### config.mk
export PLATFORM = sky130hd
export DESIGN_NAME = lif_neuron
export DESIGN_NICKNAME = d
export VERILOG_FILES = /design/src/rtl/lif_pkg.sv /design/src/rtl/lif_synapse.sv /design/src/rtl/lif_neuron.sv
export SDC_FILE = /design/constraint.sdc
export NUM_CORES = 1
export LEC_CHECK = 0
export BUFFER_PORTS_ARGS = -buffer_cell sky130_fd_sc_hd__buf_2
export CAP_MARGIN = 20
export CORE_MARGIN = 8
export CORE_UTILIZATION = 40
export CTS_CLUSTER_DIAMETER = 150
export DETAILED_ROUTE_END_ITERATION = 10
export SETUP_SLACK_MARGIN = 0.3
export SYNTH_ARGS = -nofsm -noshare
export SYNTH_HDL_FRONTEND = slang
export SYNTH_SLANG_ARGS = --single-unit
### constraint.sdc
create_clock -name clk -period 17.35 [get_ports clk]
set_input_delay 5.205 -clock clk [delete_from_list [all_inputs] [get_ports clk]]
set_output_delay 5.205 -clock clk [all_outputs]
set_load 0.01 [all_outputs]
### src/rtl/lif_pkg.sv
// Shared types and default configuration for the leaky integrate-and-fire neuron.
// Optional STDP learning is enabled by defining LIF_STDP_EN.
package lif_pkg;

  typedef enum logic {
    INTEGRATE = 1'b0,
    REFRACT   = 1'b1
  } lif_state_t;

  localparam int LIF_N_IN_DEF        = 4;
  localparam int LIF_W_WT_DEF        = 8;
  localparam int LIF_W_POT_DEF       = 10;
  localparam int LIF_THRESHOLD_DEF   = 256;
  localparam int LIF_LEAK_SHIFT_DEF  = 3;
  localparam int LIF_REFRACT_CYC_DEF = 4;
  localparam int LIF_W_INIT_DEF      = 32;
  localparam int LIF_TRACE_LEN_DEF   = 3;

  // Bits needed to encode 0..n-1, never less than one bit.
  function automatic int clog2_min1(input int n);
    return (n > 1) ? $clog2(n) : 1;
  endfunction

endpackage

### src/rtl/lif_synapse.sv
// One synapse: stored weight, write port and, when LIF_STDP_EN is defined,
// a pre-synaptic trace with saturating STDP potentiation/depression.
module lif_synapse
  import lif_pkg::*;
#(
  parameter int W_WT      = LIF_W_WT_DEF,
  parameter int W_INIT    = LIF_W_INIT_DEF,
  parameter int TRACE_LEN = LIF_TRACE_LEN_DEF
) (
  input  logic            clk,
  input  logic            reset,
  input  logic            spike_in,
  input  logic            stdp_upd,
  input  logic            wr_en,
  input  logic [W_WT-1:0] wr_data,
  output logic [W_WT-1:0] weight
);

`ifdef LIF_STDP_EN
  localparam int W_TR = clog2_min1(TRACE_LEN + 1);

  logic [W_TR-1:0] trace;

  // Trace reloads on every pre-synaptic spike and otherwise decays to zero.
  always_ff @(posedge clk) begin
    if (reset) begin
      trace <= '0;
    end else if (spike_in) begin
      trace <= W_TR'(TRACE_LEN);
    end else if (trace != '0) begin
      trace <= trace - 1'b1;
    end
  end

  // Weight storage: reset, then write port, then STDP (old trace value is used).
  always_ff @(posedge clk) begin
    if (reset) begin
      weight <= W_WT'(W_INIT);
    end else if (wr_en) begin
      weight <= wr_data;
    end else if (stdp_upd) begin
      if ((trace != '0) || spike_in) begin
        weight <= (&weight) ? weight : weight + 1'b1;
      end else begin
        weight <= (|weight) ? weight - 1'b1 : weight;
      end
    end
  end
`else
  logic stdp_unused;
  assign stdp_unused = stdp_upd ^ spike_in;

  // Weight storage: reset or write port only.
  always_ff @(posedge clk) begin
    if (reset) begin
      weight <= W_WT'(W_INIT);
    end else if (wr_en) begin
      weight <= wr_data;
    end
  end
`endif

endmodule

### src/rtl/lif_neuron.sv
// Leaky integrate-and-fire neuron with N_IN weighted synapses, saturating
// membrane potential, refractory period and optional STDP (LIF_STDP_EN).
module lif_neuron
  import lif_pkg::*;
#(
  parameter int N_IN        = LIF_N_IN_DEF,
  parameter int W_WT        = LIF_W_WT_DEF,
  parameter int W_POT       = LIF_W_POT_DEF,
  parameter int THRESHOLD   = LIF_THRESHOLD_DEF,
  parameter int LEAK_SHIFT  = LIF_LEAK_SHIFT_DEF,
  parameter int REFRACT_CYC = LIF_REFRACT_CYC_DEF,
  parameter int W_INIT      = LIF_W_INIT_DEF,
  parameter int TRACE_LEN   = LIF_TRACE_LEN_DEF,
  localparam int W_IDX      = clog2_min1(N_IN)
) (
  input  logic             clk,
  input  logic             reset,
  input  logic [N_IN-1:0]  in_spikes,
  input  logic             learn,
  input  logic             wt_wr_en,
  input  logic [W_IDX-1:0] wt_wr_idx,
  input  logic [W_WT-1:0]  wt_wr_data,
  output logic             spike_out,
  output logic [W_POT-1:0] potential,
  output logic             refractory
);

  localparam int W_SUM  = W_WT + $clog2(N_IN) + 1;
  localparam int W_NEXT = ((W_POT > W_SUM) ? W_POT : W_SUM) + 1;
  localparam int W_CNT  = clog2_min1(REFRACT_CYC + 1);

  if ((N_IN < 1) || (N_IN > 16)) begin : g_bad_n_in
    $error("lif_neuron: N_IN must be in 1..16");
  end
  if (THRESHOLD > (2 ** W_POT) - 1) begin : g_bad_threshold
    $error("lif_neuron: THRESHOLD exceeds 2^W_POT-1");
  end

  lif_state_t       state;
  logic [W_CNT-1:0] cnt;
  logic [W_WT-1:0]  weight [N_IN];
  logic [W_SUM-1:0] sum;
  logic [W_POT-1:0] leaked;
  logic [W_NEXT-1:0] next_wide;
  logic [W_POT-1:0] next_pot;
  logic             fire;
  logic             stdp_upd;

  for (genvar g = 0; g < N_IN; g++) begin : g_syn
    lif_synapse #(
      .W_WT      (W_WT),
      .W_INIT    (W_INIT),
      .TRACE_LEN (TRACE_LEN)
    ) u_syn (
      .clk      (clk),
      .reset    (reset),
      .spike_in (in_spikes[g]),
      .stdp_upd (stdp_upd),
      .wr_en    (wt_wr_en && (wt_wr_idx == W_IDX'(g))),
      .wr_data  (wt_wr_data),
      .weight   (weight[g])
    );
  end

  // Synaptic sum, leak and saturating next potential; fire decision.
  always_comb begin
    sum = '0;
    for (int unsigned i = 0; i < N_IN; i++) begin
      if (in_spikes[i]) sum = sum + W_SUM'(weight[i]);
    end
    leaked    = potential - (potential >> LEAK_SHIFT);
    next_wide = W_NEXT'(leaked) + W_NEXT'(sum);
    if (next_wide > W_NEXT'({W_POT{1'b1}})) begin
      next_pot = '1;
    end else begin
      next_pot = next_wide[W_POT-1:0];
    end
    fire     = (state == INTEGRATE) && (next_pot >= W_POT'(THRESHOLD));
    stdp_upd = fire && learn;
  end

  // Integrate/refractory state machine with registered outputs.
  always_ff @(posedge clk) begin
    if (reset) begin
      state      <= INTEGRATE;
      cnt        <= '0;
      potential  <= '0;
      spike_out  <= 1'b0;
      refractory <= 1'b0;
    end else begin
      case (state)
        INTEGRATE: begin
          if (fire) begin
            spike_out <= 1'b1;
            potential <= '0;
            if (REFRACT_CYC != 0) begin
              state      <= REFRACT;
              cnt        <= W_CNT'(REFRACT_CYC);
              refractory <= 1'b1;
            end
          end else begin
            spike_out <= 1'b0;
            potential <= next_pot;
          end
        end
        REFRACT: begin
          spike_out <= 1'b0;
          potential <= '0;
          if (cnt <= W_CNT'(1)) begin
            state      <= INTEGRATE;
            cnt        <= '0;
            refractory <= 1'b0;
          end else begin
            cnt <= cnt - 1'b1;
          end
        end
        default: begin
          state      <= INTEGRATE;
          refractory <= 1'b0;
        end
      endcase
    end
  end

endmodule
# == Yosys cells after proc, flatten, opt, wreduce, memory -nomap -nowiden ==
# Index checks and enable logic that the tools add are counted.
# op_classes
order_cmp,3
n_addsub,6
bitwise,1
n_reduce_logical,7
eq_ne,5
muxes,17
# op_table
cell,n
$add A11 B8 Y11,3
$mux W11,3
$mux W10,2
$pmux W10 S2,1
$add A10 B11 Y12,1
$gt A12 B10 Y1 const B,1
$ge A10 B9 Y1 const B,1
$sub A10 B7 Y10,1
$mux W8,1
$mux W3,2
$pmux W1 S2,3
$pmux W3 S2,1
$logic_and A1 B1 Y1,5
$eq A2 B2 Y1 const B,2
$mux W1,4
$le A3 B1 Y1 const B,1
$sub A3 B1 Y3 const B,1
$eq A2 B1 Y1 const B,1
$logic_not A2 Y1,1
$ne A2 B1 Y1 const B,1
$ne A2 B2 Y1 const B,1
$reduce_and A2 Y1,1
$not A1 Y1,1
# word_totals
out_inout_bits,12
reg_bits,48
word_cells,48
input_bits,18

# == Longest topological paths before layout ==
# depth
ltp_word,14
mapped_depth,31
mapped_depth_nobuf,30

# == By module ==
# A second synthesis with hierarchy kept.
# hier_totals
cells_unflattened,451
hier_area_um2,3844.9
# by_module_without_submodules
module,instances,cells_per_inst,area_each_um2,seq_area_each_um2
lif_neuron,1,347,2683.8,320.3
lif_synapse,4,26,290.3,160.2

# == Worst setup path before layout ==
# OpenSTA, ideal clock, no wires.
# synth_timing
path_kind,input to register
start,in in_spikes[0]
end,reg cnt[0]
setup_slack_ns,6.997
setup_ns,0.060
required_time_ns,17.290
arrival_time_ns,10.293
stages,29
n_path_buf,1
path_cell_list,buf_2 > nand2_1 > inv_1 > ha_1 > a21o_1 > maj3_1 > xor2_1 > nand2_1 > xnor2_1 > inv_1 > ha_1 > o21ai_1 > a21boi_0 > o21ai_0 > nor2b_1 > o221a_1 > ha_1 > o41ai_2 > xnor2_1 > mux2_1 > o31ai_1 > ha_1 > nand3_1 > nor4_1 > o22ai_1 > xnor2_1 > nor3_2 > nor3b_2 > a41o_1
# synth_between
elab_chain_cells,13
# synth_rtl
element,line,source
from (decl),lif_neuron.sv:18,"input logic [N_IN-1:0] in_spikes,"
$mux W8 *,lif_neuron.sv:69,if (in_spikes[i]) sum = sum + W_SUM'(weight[i]);
$add A11 B8 Y11,lif_neuron.sv:69,
$mux W11 *,lif_neuron.sv:69,
$add A11 B8 Y11,lif_neuron.sv:69,
$mux W11 *,lif_neuron.sv:69,
$add A11 B8 Y11,lif_neuron.sv:69,
$mux W11 *,lif_neuron.sv:69,
$add A10 B11 Y12 *,lif_neuron.sv:72,next_wide = W_NEXT'(leaked) + W_NEXT'(sum);
$gt A12 B10 Y1,lif_neuron.sv:73,if (next_wide > W_NEXT'({W_POT{1'b1}})) begin
$mux W10 *,lif_neuron.sv:73,
$ge A10 B9 Y1 *,lif_neuron.sv:78,fire = (state == INTEGRATE) && (next_pot >= W_POT'(THRESHOLD));
$logic_and A1 B1 Y1 *,lif_neuron.sv:78,
$ne A2 B2 Y1 (no source line) *,-,
to (signal assigned),lif_neuron.sv:98,cnt <= W_CNT'(REFRACT_CYC);
to (signal assigned),lif_neuron.sv:114,cnt <= cnt - 1'b1;
to (decl),lif_neuron.sv:40,logic [W_CNT-1:0] cnt;
# Mark *: on every way between the ends. The rest lies on a longest branch, timed or not.
# A chain may end at the register's enable or synchronous reset.

# == Worst setup path in the final report ==
# layout_timing
start,in in_spikes[0]
end,reg cnt[1]
# The elaborated chain is that of the path after synthesis.

==> results.md <==
* Run status: finished, final reports clean
* 1st-iter DRT viols at ~160
* Slew Viols, Final at 0
* HPWL Detailed at 6690 um
* Clock transition at path regs at 0.09 ns
* YS warnings at 0
* Largest net degree at the start of global routing at 37
* Maximum vdd drop at ~0.051 mV
* Nets at approximately 560
* Crit path time final at between 10 and 15 ns
* Port Buf Inserts at 28
* Total chip power at 536 uW
* Max Cap Violations at 0
* Setup WS pre-CTS at 6.10 ns
* Overflow after GRT at 0
* Setup-failing EPs final at 0
* Gp weighted congestion at between 0.8 and 0.9
* Syn Std Cell Area at roughly 3900 um^2
* Hold_buf cts at 0
* Number of global-route vias before repair at 3211
* Crit start category: input pin
* FF+latch count, synth at 48
* Worst setup EP type: flop
* Vias at between 3000 and 4000
* Total GRT Usage at a little over an eighth
* Arrival @ worst endpoint at between 10 and 15 ns
* CTS root buf: clkbuf_8
* Die W at roughly 110 um
* Row count at 36
* Worst-Skew Late Latency at roughly 0.30 ns
* Dpl cell area at around 4100 um^2
* Final Cycle Share at 63.4%
* CTS H-Tree Depth at 2
* Post-CTS Setup Repair Bufs at 0
* CTS sink cnt at 48
* Critical path class: input pin to flop
* PwrDens at approximately 130 nW/um^2
* DRC viols at 0
* Slowest cell on crit path: o41ai_2
* Clk_skew at between 0.004 and 0.005 ns
* Total Wirelength at between 8000 and 9000 um
* Main synth FF type: dfxtp_1
* Clock Path Buffers at 2
* Cell repeated most along the worst path: ha_1
* Initial Util at 40.4%
* Slew margin rel. at a little over half
* RSZ-0062 raised after global routing: false
* Fin area at 4240 um^2
* Final hold viol count at 0
* Most frequent cells in the layout: nand2_1 (58), dfxtp_1 (48), ha_1 (42), nor2_1 (39), a21oi_1 (38)
* Post-Place Cells at roughly 620
* CTS Buf Count at 5
* Final cell count without fillers at 626
* Vias per cell at around 5
* Worst min path class: flop to flop
* Worst Max-Slew Pin Slew at 0.696 ns
* TNS Setup at 0 ns
* Biggest cell delay along the critical path at between 0.4 and 0.5 ns
* Mean routed wirelength per cell at 13.1 um
* Post-Syn Area per Cell at a little over 8 um^2
* Pre-antenna DRT Iters at 4
* P&R area growth vs syn at 9.99%
* Fmax achieved at around 91 MHz
* Critical path peak fanout at 10
* Cell count after synthesis at between 400 and 500
* First-pass GRT wire length at ~14000 um
* Sequential cell area fraction in the yosys report at roughly 25%
* Static leakage at approximately 0.0019 uW
* Die area at roughly 13000 um^2
* I/O Pins at 30
* DIE HEIGHT at 114 um
* Inserted Diodes at 0
* Yosys cell types at 60
* CTS tree: yes
* Worst EP required at between 15 and 20 ns
* Worst Slack Setup Final at between 6 and 7 ns
* Most common cell after layout, fill and taps aside: nand2_1
* Initial antenna violation count at 0
* Post-synth EDFFs at 0
* Share of cells above drive strength 1 at a little under an eighth
* Post-CTS Resized at 0
* Core area at ~9500 um^2
* Synth async-reset ratio at 0%
* Antenna viol nets, final at 0
==> power breakdown <==
part | internal, uW | switching, uW | leakage [uW]
Sequential | 124 | 10.0 | 0.000392
Clock | 50.9 | 37.6 | 0.0000645
Combinational | 141 | 173 | 0.00147
==> area by class of cell <==
| cell class | instances | area, um^2 |
|---|---|---|
| inverter | 28 | 105 |
| clock buffer | 7 | 96.3 |
| tap | 133 | 166 |
| sequential | 48 | 961 |
| timing repair buffer | 29 | 148 |
| fill | 966 | 5310 |
| clock inverter | 1 | 30.0 |
| multi-input combinational | 380 | 2740 |
==> kinds of logic (layout without fill, tap and decap cells) <==
kind of cell               count (synthesis)  count (layout)  synth area share (%)
and+or+nand+nor                          153             153                  19.8
AOI/OAI and AO/OA                        117             117                  19.7
adders and majority gates                 48              48                  16.5
DFF                                       48              48                  24.9
buffers and inverters                     42              65                  4.25
xor gates and xnor gates                  34              34                  7.72
muxes                                     26              26                  7.07
other                                      1               2                0.0972
==> worst paths after layout <==
path         slack (ns)                startpoint         end  depth (start not counted)
min                0.46                refractory  refractory                          2
max reg2reg       11.14  g_syn[0].u_syn.weight[1]      cnt[1]                         28
min reg2reg        0.46                refractory  refractory                          2
max                6.35              in_spikes[0]      cnt[1]                         29
==> layer usage <==
| layer | vias to the layer above | GRT usage, % | wire length (um) |
|---|---|---|---|
| met3 | 6 | 2.48 | 222 |
| met1 | 1465 | 16.0 | 3860 |
| met4 | 0 | 3.19 | 69 |
| met2 | 38 | 23.2 | 4020 |
| li1 | 1690 | - | - |
| met5 | - | 0 | 0 |
==> per-stage QoR <==
stage / hold WS, ns / utilization (%)
after floorplan: 0.441 / -
after global placement: 0.438 / 43.1
after detailed placement: 0.444 / 43.1
after CTS: 0.465 / 44.4
after global routing: 0.486 / 44.4
final: 0.459 / 44.4
==> state kept, by name (all words and copies together) (netlist names) <==
register            count
cnt                     3
potential              10
spike_out               1
refractory              1
state                   1
g_syn.u_syn.weight     32
==> Yosys cell counts (all sizes together) (10+ instances only) <==
cell / n / share of area, %
a21oi: 38 / 4.9
a21o: 10 / 1.9
mux2: 10 / 2.9
nor2: 39 / 3.8
dfxtp: 48 / 25
and2: 11 / 1.8
ha: 42 / 14
inv: 28 / 2.7
mux2i: 16 / 4.2
xor2: 11 / 2.5
xnor2: 23 / 5.2
o21ai: 23 / 3.0
nand2: 58 / 5.6
==> critical path, delay by kind of cell <==
kind	cells	cell delay, ns
AND/OR/NAND/NOR	7	1.33
adder cells (fa/ha/maj)	5	1.55
buffers and inverters	3	0.36
AO/OA/AOI/OAI	9	1.92
multiplexers	1	0.15
XOR/XNOR	4	0.70
Power figures use the tool's default switching activity.
